--- src/rtl/bus_arbiter_if.sv ---
// bus: shared one-bit request/response bus. The primary side (responder) drives b,
// the secondary side (arbiter) drives a.
interface bus (
  input logic clk
);
  logic a;
  logic b;

  modport primary   (input clk, input a, output b);
  modport secondary (input clk, output a, input b);
endinterface

--- src/rtl/bus_arbiter.sv ---
// bus_arbiter: round-robin arbiter that lets N requesters share one bus (secondary side).
// Define BUS_ARBITER_TIMEOUT_EN to force rotation after MAX_HOLD owned cycles when others wait.
module bus_arbiter #(
  parameter int N        = 4,
  parameter int MAX_HOLD = 8
) (
  input  logic         clk,
  input  logic         rst_n,
  input  logic [N-1:0] req,
  input  logic [N-1:0] data,
  output logic [N-1:0] gnt,
  output logic [N-1:0] resp,
  bus.secondary        intf
);
  localparam int PTR_W = $clog2(N);
  localparam logic [0:0] IDLE = 1'b0;
  localparam logic [0:0] OWN  = 1'b1;

  generate
    if (N < 2 || N > 16) begin : g_bad_n
      $error("bus_arbiter: N must be in 2..16");
    end
    if (MAX_HOLD < 2) begin : g_bad_hold
      $error("bus_arbiter: MAX_HOLD must be at least 2");
    end
  endgenerate

  logic [0:0]       state_q, state_d;
  logic [PTR_W-1:0] owner_q, owner_d;
  logic [PTR_W-1:0] ptr_q, ptr_d;
  logic [N-1:0]     gnt_q, gnt_d;

  logic             found;
  logic [PTR_W-1:0] win;
  logic [PTR_W-1:0] ptr_next;
  logic             force_rel;

  // First set request in search order ptr, ptr+1, ... modulo N.
  always_comb begin
    int idx;
    // NOTE: every combinational output gets a default first so no path infers a latch.
    found    = 1'b0;
    win      = '0;
    idx      = 0;
    for (int k = 0; k < N; k++) begin
      idx = (int'(ptr_q) + k) % N;
      if (!found && req[PTR_W'(idx)]) begin
        found = 1'b1;
        win   = PTR_W'(idx);
      end
    end
    // Explicit wrap keeps the pointer legal when N is not a power of two.
    ptr_next = (win == PTR_W'(N - 1)) ? '0 : win + 1'b1;
  end

`ifdef BUS_ARBITER_TIMEOUT_EN
  localparam int HOLD_W = $clog2(MAX_HOLD) + 1;
  logic [HOLD_W-1:0] hold_cnt_q, hold_cnt_d;

  always_comb begin
    hold_cnt_d = '0;
    if (state_q == OWN && state_d == OWN) begin
      hold_cnt_d = (hold_cnt_q == HOLD_W'(MAX_HOLD - 1)) ? hold_cnt_q : hold_cnt_q + 1'b1;
    end
  end

  // Rotate only when someone else is actually waiting.
  assign force_rel = (hold_cnt_q == HOLD_W'(MAX_HOLD - 1)) && (|(req & ~gnt_q));

  always_ff @(posedge clk or negedge rst_n) begin
    if (!rst_n) hold_cnt_q <= '0;
    else        hold_cnt_q <= hold_cnt_d;
  end
`else
  assign force_rel = 1'b0;
`endif

  always_comb begin
    state_d = state_q;
    owner_d = owner_q;
    ptr_d   = ptr_q;
    gnt_d   = gnt_q;
    case (state_q)
      IDLE: begin
        if (found) begin
          state_d    = OWN;
          owner_d    = win;
          ptr_d      = ptr_next;
          gnt_d      = '0;
          gnt_d[win] = 1'b1;
        end
      end
      default: begin
        // Every release goes through IDLE, giving a one-cycle turnaround bubble.
        if (!req[owner_q] || force_rel) begin
          state_d = IDLE;
          gnt_d   = '0;
        end
      end
    endcase
  end

  // NOTE: sequential state uses non-blocking assignments so all flops update together.
  always_ff @(posedge clk or negedge rst_n) begin
    if (!rst_n) begin
      state_q <= IDLE;
      owner_q <= '0;
      ptr_q   <= '0;
      gnt_q   <= '0;
    end else begin
      state_q <= state_d;
      owner_q <= owner_d;
      ptr_q   <= ptr_d;
      gnt_q   <= gnt_d;
    end
  end

  assign gnt    = gnt_q;
  assign intf.a = (state_q == OWN) ? data[owner_q] : 1'b0;
  assign resp   = gnt_q & {N{intf.b}};
endmodule
--- src/flat_wrapper.sv ---
// flat-port wrapper written by rule: the top's interface ports become plain ports
module bus_arbiter_flat 
#(
  parameter int N        = 4,
  parameter int MAX_HOLD = 8
)
  (clk, rst_n, req, data, gnt, resp, intf_a, intf_b);
  bus intf_i (.clk(clk));
  input  logic clk;
  input  logic rst_n;
  input  logic [N-1:0] req;
  input  logic [N-1:0] data;
  output logic [N-1:0] gnt;
  output logic [N-1:0] resp;
  output wire logic [$bits(intf_i.a)-1:0] intf_a;
  input wire logic [$bits(intf_i.b)-1:0] intf_b;
  assign intf_a = intf_i.a;
  assign intf_i.b = intf_b;
  bus_arbiter #(.N(N), .MAX_HOLD(MAX_HOLD)) u_core (.clk(clk), .rst_n(rst_n), .req(req), .data(data), .gnt(gnt), .resp(resp), .intf(intf_i));
endmodule
--- config.mk ---
export PLATFORM = sky130hd
export DESIGN_NAME = bus_arbiter_flat
export DESIGN_NICKNAME = d
export VERILOG_FILES = /design/src/rtl/bus_arbiter_if.sv /design/src/rtl/bus_arbiter.sv /design/src/flat_wrapper.sv
export SDC_FILE = /design/constraint.sdc
export NUM_CORES = 1
export LEC_CHECK = 0
export BUFFER_PORTS_ARGS = -buffer_cell sky130_fd_sc_hd__buf_2
export CORE_MARGIN = 2
export CORE_UTILIZATION = 45
export DETAILED_ROUTE_END_ITERATION = 6
export HOLD_SLACK_MARGIN = 0.1
export PLACE_DENSITY = 0.72
export SYNTH_ARGS = -nofsm -noshare
export SYNTH_HDL_FRONTEND = slang
export SYNTH_SLANG_ARGS = --single-unit
--- constraint.sdc ---
create_clock -name clk -period 1.8 [get_ports clk]
set_input_delay 0.36 -clock clk [delete_from_list [all_inputs] [get_ports clk]]
set_output_delay 0.36 -clock clk [all_outputs]
set_load 0.1 [all_outputs]
==> results.md, run 1 <==
* Rel. slew slack at 0.6461
* Post-route DRC at 0
* Final Setup Violations at 2
* Hold Path Class: input pin to async pin
* Clock skew at between 0.003 and 0.004 ns
* Failing checks: setup timing
* Final period util at 1.019
* Wire per inst at 13.46 microns
* Total core area at 0.001318 sq mm
* Syn-to-layout area delta at 37.84%
* GRT Resource Usage Total at 0.1980
* Post-synth top cells: 9 x dfrtp_1, 6 x inv_1, 5 x and2_1
* Post-synth EDFFs at 0
* Port-buffer cells at 19
* Cell Rows at 13
* Sequential area share after synthesis at 0.3475
* Startpoint Class: register
* Worst EP arrival at 1.98 ns
* Max-Cap Viols at 0
* Post-synth top flop: dfrtp_1
* Die Ht at 41.95 microns
* Slew Limit Fails at 0
* Clock sinks at 9
* Total number of vias at 640
* Io pins at 20
* CP Capture Type: register
* First-pass GRT wire length at 2580 microns
* Post-synth top area cell: dfrtp_1
* Post-Synthesis Cells at 69
* Unrepaired setup endpoints after global routing: yes
* Setup TNS at -0.04234 ns
* Antenna violations before repair at 0
* Crit Path Max Fanout at 5
* Max Clock Freq at 0.5451 GHz
* Vias in the first global route at 560
* Worst-Margin Slew at 0.5260 ns
* Vias per cell at 5.565
* DR iter-0 viols at 14
* Hpwl dp at approximately 1200 microns
* Die W at around 42 microns
* Layout cell share with drive strength beyond 1 at 0.4700
* H-tree Lvls at 1
* Post-CTS Setup Bufs at 0
* Clock latency on the worst-skew pair at approximately 0.27 ns
* Avg Cell Area, Syn at about 9.4 sq um
* Pin count of the biggest net entering global routing at 14
* Mapped cell area at 648.1 sq um
* Status: complete, but fails checks
* CTS tree: yes
* CTS buffer count at 3
* FFs w/ async S/R, synth at 1.000
* Full die area at 0.001760 sq mm
* # diodes at 0
* Fin. Hold Viols at 0
* Drt first pass iters at 4
* Worst EP required at roughly 2.0 ns
* Final ANT Viol Nets at 0
* Synth top area share at 0.3475
* Setup slack after layout at -0.03461 ns
* Fin crit period at 1.835 ns
* Clk root buf: clkbuf_4
* Synth area leaders: dfrtp_1 35%, ha_1 7.7%, mux2i_1 6.2%
* Synth Register Bits at 9
* Critical path type: register to register
* Fillcell total at 104
* Grt ovf at 0
* Clock Tree Buf Depth at 2
* Final wirelength at around 1500 microns
* Most numerous cell in the Yosys netlist: dfrtp_1
* Synth warn at 0
* Count of cell types in the netlist at 28
* Routability congestion estimate at 0.9588
* Syn_nets at 84
* CTS clk-pin slew, worst paths at 0.06 ns
* Fin nets at ~120
* Initial Util at 0.4919
repair_timing:
item | in CTS | in global routing
hold buffers | 1 | 0
pin swaps | 1 | 1
endpoints found under the hold margin | 9 | 0
gates resized for setup | 5 | 3
endpoints found under the setup margin | 1 | 4
cell usage in the layout, fill, tap and decap left out, types with 2 or more instances in the layout:
cell | synthesis | routed
buf_2 | 1 | 18
buf_4 | 0 | 9
inv_1 | 6 | 6
dfrtp_1 | 9 | 5
mux2i_1 | 4 | 4
nand2b_1 | 4 | 4
and2_2 | 0 | 4
dfrtp_2 | 0 | 4
nand2_1 | 3 | 3
o21ai_0 | 3 | 3
nand3b_1 | 3 | 3
or3_1 | 3 | 3
o211ai_1 | 3 | 3
ha_1 | 4 | 3
clkbuf_4 | 0 | 3
a21oi_1 | 2 | 2
nor4_1 | 2 | 2
nor2_1 | 3 | 2
cell type report:
class / instances / area, sq um / area share
well taps: 15 / 18.77 / 0.02101
clock buffers: 4 / 26.28 / 0.02941
repair buffers: 29 / 187.7 / 0.2101
multi-input cells: 52 / 407.9 / 0.4566
flip-flops and latches: 9 / 230.2 / 0.2577
inverters: 6 / 22.52 / 0.02521
cell families (layout without fill, tap and decap cells):
family | Yosys count | in the layout | share of synthesized area
AOI/OAI and AO/OA | 14 | 14 | 0.1525
adders and majority gates | 4 | 4 | 0.07722
buffers and inverters | 8 | 39 | 0.04825
DFF | 9 | 9 | 0.3475
muxes | 6 | 6 | 0.1139
and+or+nand+nor | 28 | 28 | 0.2606
state kept, by name (all words and copies together) (netlist names):
| register | cells |
|---|---|
| u_core.owner_q | 2 |
| u_core.gnt | 4 |
| u_core.ptr_q | 2 |
| u_core.state_q | 1 |
metal layers:
metal  global-route usage  routed length (microns)  up-vias
met2               0.3063                      738       36
met4              0.05806                       44        0
li1                     -                        -      312
met1               0.2480                      642      281
met5                    0                        0        -
met3              0.08696                      123       11
path summary, 6_finish.rpt:
path | startpoint | end | slack, ns | cells after the start
min in group clk | u_core.gnt[3] | u_core.gnt[3] | 0.58 | 2
max in group asynchronous | rst_n | u_core.gnt[3] | 1.11 | 2
setup reg to reg | u_core.ptr_q[1] | u_core.ptr_q[1] | -0.03 | 5
hold reg to reg | u_core.gnt[3] | u_core.gnt[3] | 0.58 | 2
hold / removal | rst_n | u_core.gnt[0] | 0.48 | 2
setup / recovery | u_core.ptr_q[1] | u_core.ptr_q[1] | -0.03 | 5
through the flow:
| stage | utilization | std cells | instance area [sq um] | worst slack [ns] | hold WS [ns] |
|---|---|---|---|---|---|
| final | 0.6781 | 115 | 893.4 | -0.03461 | 0.4822 |
| after global placement | 0.6315 | 110 | 832.0 | -0.02981 | 0.2223 |
| after CTS | 0.6714 | 115 | 884.6 | -0.03560 | 0.4756 |
| after global routing | 0.6781 | 115 | 893.4 | -0.08610 | 0.4938 |
| after detailed placement | 0.6315 | 110 | 832.0 | -0.03891 | 0.2287 |
| after floorplan | - | 69 | 659.4 | 0.04497 | 0.06441 |
worst max-delay path, cell delays in order (launching register included):
cell     delay, ns
dfrtp_1       0.42
mux2i_1       0.24
nor2_2        0.08
nor4_1        0.42
ha_1          0.31
mux2_2        0.26
Power of run 1 is not shown: default switching activity piles up to over one toggle a cycle in this logic, so the estimate is an artifact.
==> run 2, diff against run 1 <==
--- a/config.mk
+++ b/config.mk
@@ -11,6 +11,7 @@
 export DETAILED_ROUTE_END_ITERATION = 6
 export HOLD_SLACK_MARGIN = 0.1
 export PLACE_DENSITY = 0.72
+export SETUP_SLACK_MARGIN = 0.15
 export SYNTH_ARGS = -nofsm -noshare
 export SYNTH_HDL_FRONTEND = slang
 export SYNTH_SLANG_ARGS = --single-unit
==> results.md, run 2 (synthesis gave the netlist of run 1 again) <==
* Crit Path Max Fanout at 2 (was 5)
* Worst-Margin Slew at 0.4883 ns (was 0.5260 ns)
* Cell Rows at 13 (unchanged)
* Clock sinks at 9 (unchanged)
* CP Capture Type: output pin (was register)
* Slew Limit Fails at 0 (unchanged)
* Setup slack after layout at -0.03647 ns (was -0.03461 ns)
* Worst EP arrival at 1.48 ns (was 1.98 ns)
* Initial Util at 0.4919 (unchanged)
* Die Ht at 41.95 microns (unchanged)
* Drt first pass iters at 4 (unchanged)
* Vias in the first global route at 638 (was 560)
* Startpoint Class: register (unchanged)
* Clock Tree Buf Depth at 2 (unchanged)
* Grt ovf at 0 (unchanged)
* CTS buffer count at 3 (unchanged)
* Post-Layout Cell Count at 123 (was 115)
* Final ANT Viol Nets at 0 (unchanged)
* Post-route DRC at 0 (unchanged)
* CTS tree: yes (unchanged)
* Layout cell share with drive strength beyond 1 at 0.6204 (was 0.4700)
* Buf+Inv Stages, Crit Path at 1 (was 0)
* Wire per inst at 14.98 microns (was 13.46 microns)
* Hold Path Class: input pin to async pin (unchanged)
* First-pass GRT wire length at 2898 microns (was 2580 microns)
* Fin. Hold Viols at 0 (unchanged)
* Syn-to-layout area delta at 63.32% (was 37.84%)
* # diodes at 0 (unchanged)
* Total core area at 0.001318 sq mm (unchanged)
* Antenna violations before repair at 0 (unchanged)
* Full die area at 0.001760 sq mm (unchanged)
* Top delay family on crit path: multiplexers (unchanged)
* Max reg flops at 4 (unchanged)
* Routability congestion estimate at 0.9023 (was 0.9588)
* Max Clock Freq at 0.5445 GHz (was 0.5451 GHz)
* Io pins at 20 (unchanged)
* Clock latency on the worst-skew pair at 0.27 ns (about the same)
* Total number of vias at 669 (was 640)
* DR iter-0 viols at 22 (was 14)
* Final Setup Violations at 1 (was 2)
* Failing checks: setup timing (unchanged)
* CP peak stage delay at 0.50 ns (was 0.42 ns)
* Worst EP required at 1.44 ns (was 1.95 ns)
* Clock skew at 0.01007 ns (was 0.003505 ns)
* Status: complete, but fails checks (unchanged)
* Slowest cell on the critical path: mux4_2 (was dfrtp_1)
* Reg2reg setup slack at 0.09 ns (was -0.03 ns)
* Port-buffer cells at 19 (unchanged)
* Most frequent cells in the layout: 18 x buf_2, 17 x buf_4, 6 x inv_1, 5 x dfrtp_2 (was 18 x buf_2, 9 x buf_4, 6 x inv_1, 5 x dfrtp_1)
* Critical path type: register to output pin (was register to register)
* Max-Cap Viols at 0 (unchanged)
* GRT Resource Usage Total at 0.2233 (was 0.1980)
* Fin nets at 124 (was 116)
* Die W at 41.95 microns (unchanged)
* H-tree Lvls at 1 (unchanged)
* Cell breakdown of the critical path: mux4_2 > and2_4 > buf_12 (was mux2i_1 > nor2_2 > nor4_1 > ha_1 > mux2_2)
* Hpwl dp at 1180 microns (was 1175 microns)
* Pin count of the biggest net entering global routing at 10 (was 14)
* Commonest non-fill, non-tap cell in the layout: buf_2 (unchanged)
* Final period util at 1.020 (was 1.019)
* CTS clk-pin slew, worst paths at 0.06 ns (about the same)
* Vias per cell at 5.439 (was 5.565)
* Fin crit period at 1.836 ns (was 1.835 ns)
* Rel. slew slack at 0.6767 (was 0.6461)
* Clk root buf: clkbuf_4 (unchanged)
* Placed Cells incl. Taps at 113 (was 110)
* Unrepaired setup endpoints after global routing: yes (unchanged)
* Final wirelength at 1843 microns (was 1548 microns)
run 2: area by class of cell:
type / count / area [sq um]
Multi-Input combinational cell: 52 / 511.7
Fill cell: 82 / 259.0
Timing Repair Buffer: 37 / 247.7
Sequential cell: 9 / 231.5
Clock buffer: 4 / 26.28
Inverter: 6 / 22.52
Tap cell: 15 / 18.77
run 2: metal layers:
metal,track usage,wire (microns),part of all wire,vias to the layer above
met3,0.08261,85,0.046,4
met1,0.2615,807,0.44,317
met5,0,0,0,-
met2,0.3813,933,0.51,18
li1,-,-,-,330
met4,0.05806,17,0.0092,0
run 2: final timing paths:
path                              startpoint                end  depth (start not counted)
setup / recovery           u_core.owner_q[0]             intf_a                          3
hold / removal                         rst_n      u_core.gnt[0]                          2
setup reg to reg             u_core.ptr_q[1]      u_core.gnt[2]                          6
hold reg to reg            u_core.owner_q[1]  u_core.owner_q[1]                          2
max in group asynchronous              rst_n    u_core.ptr_q[1]                          2
min in group clk           u_core.owner_q[1]  u_core.owner_q[1]                          2
run 2: stage by stage:
stage	worst slack, ns	cell area, sq um	utilization	hold slack (ns)	TNS, ns
floorplan	0.1541	665.6	-	0.06441	0
global route	-0.07662	1059	0.8034	0.5017	-0.07662
CTS	-0.04694	993.5	0.7540	0.4748	-0.04694
finish	-0.03647	1059	0.8034	0.4776	-0.03647
global placement	0.01612	860.8	0.6534	0.2193	0
detailed placement	-0.03546	860.8	0.6534	0.2244	-0.03687
run 2: what timing repair did:
action,4_1_cts,5_1_grt
gates resized for setup,17,8
hold endpoints to repair,9,0
buffers inserted,4,1
setup endpoints to repair,5,4
pin swaps,4,8
hold buffers,1,0
Power of run 2 is left out for the same reason.
==> run 3, diff against run 2 <==
--- a/config.mk
+++ b/config.mk
@@ -5,12 +5,14 @@
 export SDC_FILE = /design/constraint.sdc
 export NUM_CORES = 1
 export LEC_CHECK = 0
+export ABC_AREA = 1
 export BUFFER_PORTS_ARGS = -buffer_cell sky130_fd_sc_hd__buf_2
 export CORE_MARGIN = 2
 export CORE_UTILIZATION = 45
 export DETAILED_ROUTE_END_ITERATION = 6
 export HOLD_SLACK_MARGIN = 0.1
-export PLACE_DENSITY = 0.72
+export MAX_ROUTING_LAYER = met4
+export PLACE_DENSITY = 0.69
 export SETUP_SLACK_MARGIN = 0.15
 export SYNTH_ARGS = -nofsm -noshare
 export SYNTH_HDL_FRONTEND = slang
==> results.md, run 3 <==
* Die Ht at 46.12 microns (was 41.95 microns)
* Wire per inst at 12.99 microns (was 14.98 microns)
* Post-synth top area cell: dfrtp_1 (unchanged)
* Final period util at 1.022 (was 1.020)
* Total number of vias at 974 (was 669)
* Max-Cap Viols at 0 (unchanged)
* Mapped cell area at 798.3 sq um (was 648.1 sq um)
* Vias per cell at 5.209 (was 5.439)
* Initial Util at 0.4726 (was 0.4919)
* Clock latency on the worst-skew pair at 0.27 ns (about the same)
* Synth area leaders: dfrtp_1 28%, nand2_1 20%, inv_1 9.9% (was dfrtp_1 35%, ha_1 7.7%, mux2i_1 6.2%)
* Area after DPL at 977.2 sq um (was 860.8 sq um)
* Failing checks: setup timing (unchanged)
* Most numerous cell in the Yosys netlist: nand2_1 (was dfrtp_1)
* Cell breakdown of the critical path: inv_2 > nand2_1 > nand2_4 > nand2_4 > nand2_2 > nor2_4 > buf_6 > nand3_4 > nand3_4 > ha_1 > inv_1 > nor2_1 > nand2_1 > nand2_1 (was mux4_2 > and2_4 > buf_12)
* Most frequent CP cell: nand2_1
* Sequential area share after synthesis at 0.2821 (was 0.3475)
* Clock Tree Buf Depth at 2 (unchanged)
* Max reg flops at 4 (unchanged)
* R2R depth at 14 (was 6)
* Final ANT Viol Nets at 0 (unchanged)
* Critical path type: register to register (was register to output pin)
* Clock sinks at 9 (unchanged)
* Worst-Margin Slew at 0.4905 ns (was 0.4883 ns)
* Post-synth EDFFs at 0 (unchanged)
* Antenna violations before repair at 0 (unchanged)
* CTS buffer count at 3 (unchanged)
* First-pass GRT wire length at 3325 microns (was 2898 microns)
* Drt first pass iters at 4 (unchanged)
* FFs w/ async S/R, synth at 1.000 (unchanged)
* GRT Resource Usage Total at 0.2238 (was 0.2233)
* Design Area, Final at 0.001292 sq mm (was 0.001059 sq mm)
* Post-Route Utilization at 0.7652 (was 0.8034)
* H-tree Lvls at 1 (unchanged)
* Reg2reg setup slack at -0.04 ns (was 0.09 ns)
* Unrepaired setup endpoints after global routing: yes (unchanged)
* # diodes at 0 (unchanged)
* Cell Rows at 15 (was 13)
* Status: complete, but fails checks (unchanged)
* Die W at 46.12 microns (was 41.95 microns)
* Fillcell total at 131 (was 82)
* Port-buffer cells at 19 (unchanged)
* Fin nets at 186 (was 124)
* Synth Register Bits at 9 (unchanged)
* Final wirelength at 2429 microns (was 1843 microns)
* Slew Limit Fails at 0 (unchanged)
* Post-synth top cells: 42 x nand2_1, 21 x inv_1, 15 x nand3_1, 9 x dfrtp_1, 9 x nand2_2 (was 9 x dfrtp_1, 6 x inv_1, 5 x and2_1)
* Synth top area share at 0.2821 (was 0.3475)
* Setup TNS at -0.09562 ns (was -0.03647 ns)
* Grt ovf at 0 (unchanged)
* Vias in the first global route at 793 (was 638)
* Max Clock Freq at 0.5435 GHz (was 0.5445 GHz)
* Startpoint Class: register (unchanged)
* Top delay family on crit path: simple AND/OR/NAND/NOR gates (was multiplexers)
* Buf+Inv Stages, Crit Path at 3 (was 1)
* Post-synth top flop: dfrtp_1 (unchanged)
* Worst R2R End: u_core.gnt[0] (was u_core.gnt[2])
* Worst EP required at 1.95 ns (was 1.44 ns)
* Routability congestion estimate at 0.8668 (was 0.9023)
* Fin crit period at 1.840 ns (was 1.836 ns)
* Syn_nets at 143 (was 84)
* CTS clk-pin slew, worst paths at 0.07 ns (was 0.06 ns)
* Worst R2R Start: u_core.ptr_q[0] (was u_core.ptr_q[1])
* DR iter-0 viols at 21 (was 22)
* CTS tree: yes (unchanged)
* Full die area at 0.002127 sq mm (was 0.001760 sq mm)
* Setup slack after layout at -0.04006 ns (was -0.03647 ns)
* Pin count of the biggest net entering global routing at 11 (was 10)
* Slowest cell on the critical path: dfrtp_1 (was mux4_2)
* CP peak stage delay at 0.43 ns (was 0.50 ns)
* Avg Cell Area, Syn at 6.236 sq um (was 9.393 sq um)
* Clk root buf: clkbuf_4 (unchanged)
* Total core area at 0.001689 sq mm (was 0.001318 sq mm)
* Rel. slew slack at 0.6753 (was 0.6767)
* Commonest non-fill, non-tap cell in the layout: nand2_1 (was buf_2)
* Layout cell share with drive strength beyond 1 at 0.5529 (was 0.6204)
* Post-Synthesis Cells at 128 (was 69)
* Hold Path Class: input pin to async pin (unchanged)
* Io pins at 20 (unchanged)
* Worst EP arrival at 1.99 ns (was 1.48 ns)
* Most frequent cells in the layout: 29 x nand2_1, 19 x nand2_2, 18 x buf_2, 12 x inv_1, 12 x buf_4 (was 18 x buf_2, 17 x buf_4, 6 x inv_1, 5 x dfrtp_2)
* Post-route DRC at 0 (unchanged)
* CP Capture Type: register (was output pin)
* Syn-to-layout area delta at 61.91% (was 63.32%)
* Crit Path Max Fanout at 7 (was 2)
* Count of cell types in the netlist at 17 (was 28)
* Final Setup Violations at 5 (was 1)
* Hpwl dp at 1437 microns (was 1180 microns)
* Fin. Hold Viols at 0 (unchanged)
* Clock skew at 0.01344 ns (was 0.01007 ns)
* Synth warn at 0 (unchanged)
[run 3: cell count changes in the layout (fill, tap and decap cells not counted), moves of 5 or more]
cell / before / now
nand2_1: 2 / 29
nand2_2: 0 / 19
nor2_1: 0 / 8
buf_6: 0 / 7
nand3_1: 0 / 7
nand3_2: 0 / 7
inv_1: 6 / 12
o21ai_1: 0 / 6
buf_4: 17 / 12
inv_2: 0 / 5
[run 3: worst max path at each step]
stage               slack (ns)         endpoint  depth (start not counted)             from
finish                   -0.04    u_core.gnt[0]                         14  u_core.ptr_q[0]
detailed placement       0.006  u_core.ptr_q[1]                         12  u_core.ptr_q[0]
floorplan                 0.15  u_core.ptr_q[1]                         12  u_core.ptr_q[0]
global route             -0.13    u_core.gnt[1]                         12  u_core.ptr_q[0]
CTS                       0.06    u_core.gnt[2]                         15  u_core.ptr_q[0]
global placement          0.04  u_core.ptr_q[1]                         12  u_core.ptr_q[0]
[run 3: layer usage]
metal,share of wire,up-vias,global-route usage
met3,0.042,8,0.06275
li1,-,482,-
met1,0.42,451,0.2637
met5,0,-,-
met2,0.51,33,0.3639
met4,0.023,0,0.07429
[run 3: logic make-up after synthesis]
family / share of synthesized area
and+or+nand+nor: 0.4483
buffers and inverters: 0.1223
AOI/OAI and AO/OA: 0.08463
DFF: 0.2821
adders and majority gates: 0.06270
[run 3: timing repair]
item	in CTS	in global routing
pin swaps	11	5
setup buffers	6	10
gates resized for setup	22	28
hold buffers	1	0
endpoints found under the hold margin	9	0
endpoints found under the setup margin	7	9
[run 3: metrics by stage]
| step | setup WS, ns | hold WS (ns) | cells |
|---|---|---|---|
| floorplan | 0.1457 | 0.06441 | 128 |
| global placement | 0.04337 | 0.2274 | 166 |
| detailed placement | 0.006090 | 0.2251 | 166 |
| CTS | 0.06036 | 0.4763 | 177 |
| global route | -0.1327 | 0.4974 | 187 |
| finish | -0.04006 | 0.4687 | 187 |
[run 3: layout make-up]
class,count,area (sq um),share of cell area
Clock buffer,4,26.28,0.02033
Inverter,23,106.4,0.08228
Tap cell,17,21.27,0.01646
Timing Repair Buffer,39,289.0,0.2236
Multi-Input combinational cell,95,619.3,0.4792
Sequential cell,9,230.2,0.1781
[run 3: worst reg2reg max path, delay by kind of cell, from the launching register on]
| kind | cells | cell delay (ns) |
|---|---|---|
| and+or+nand+nor | 10 | 0.75 |
| adders and majority gates | 1 | 0.21 |
| DFF | 1 | 0.43 |
| buffers and inverters | 3 | 0.32 |
Power of run 3 is left out for the same reason.
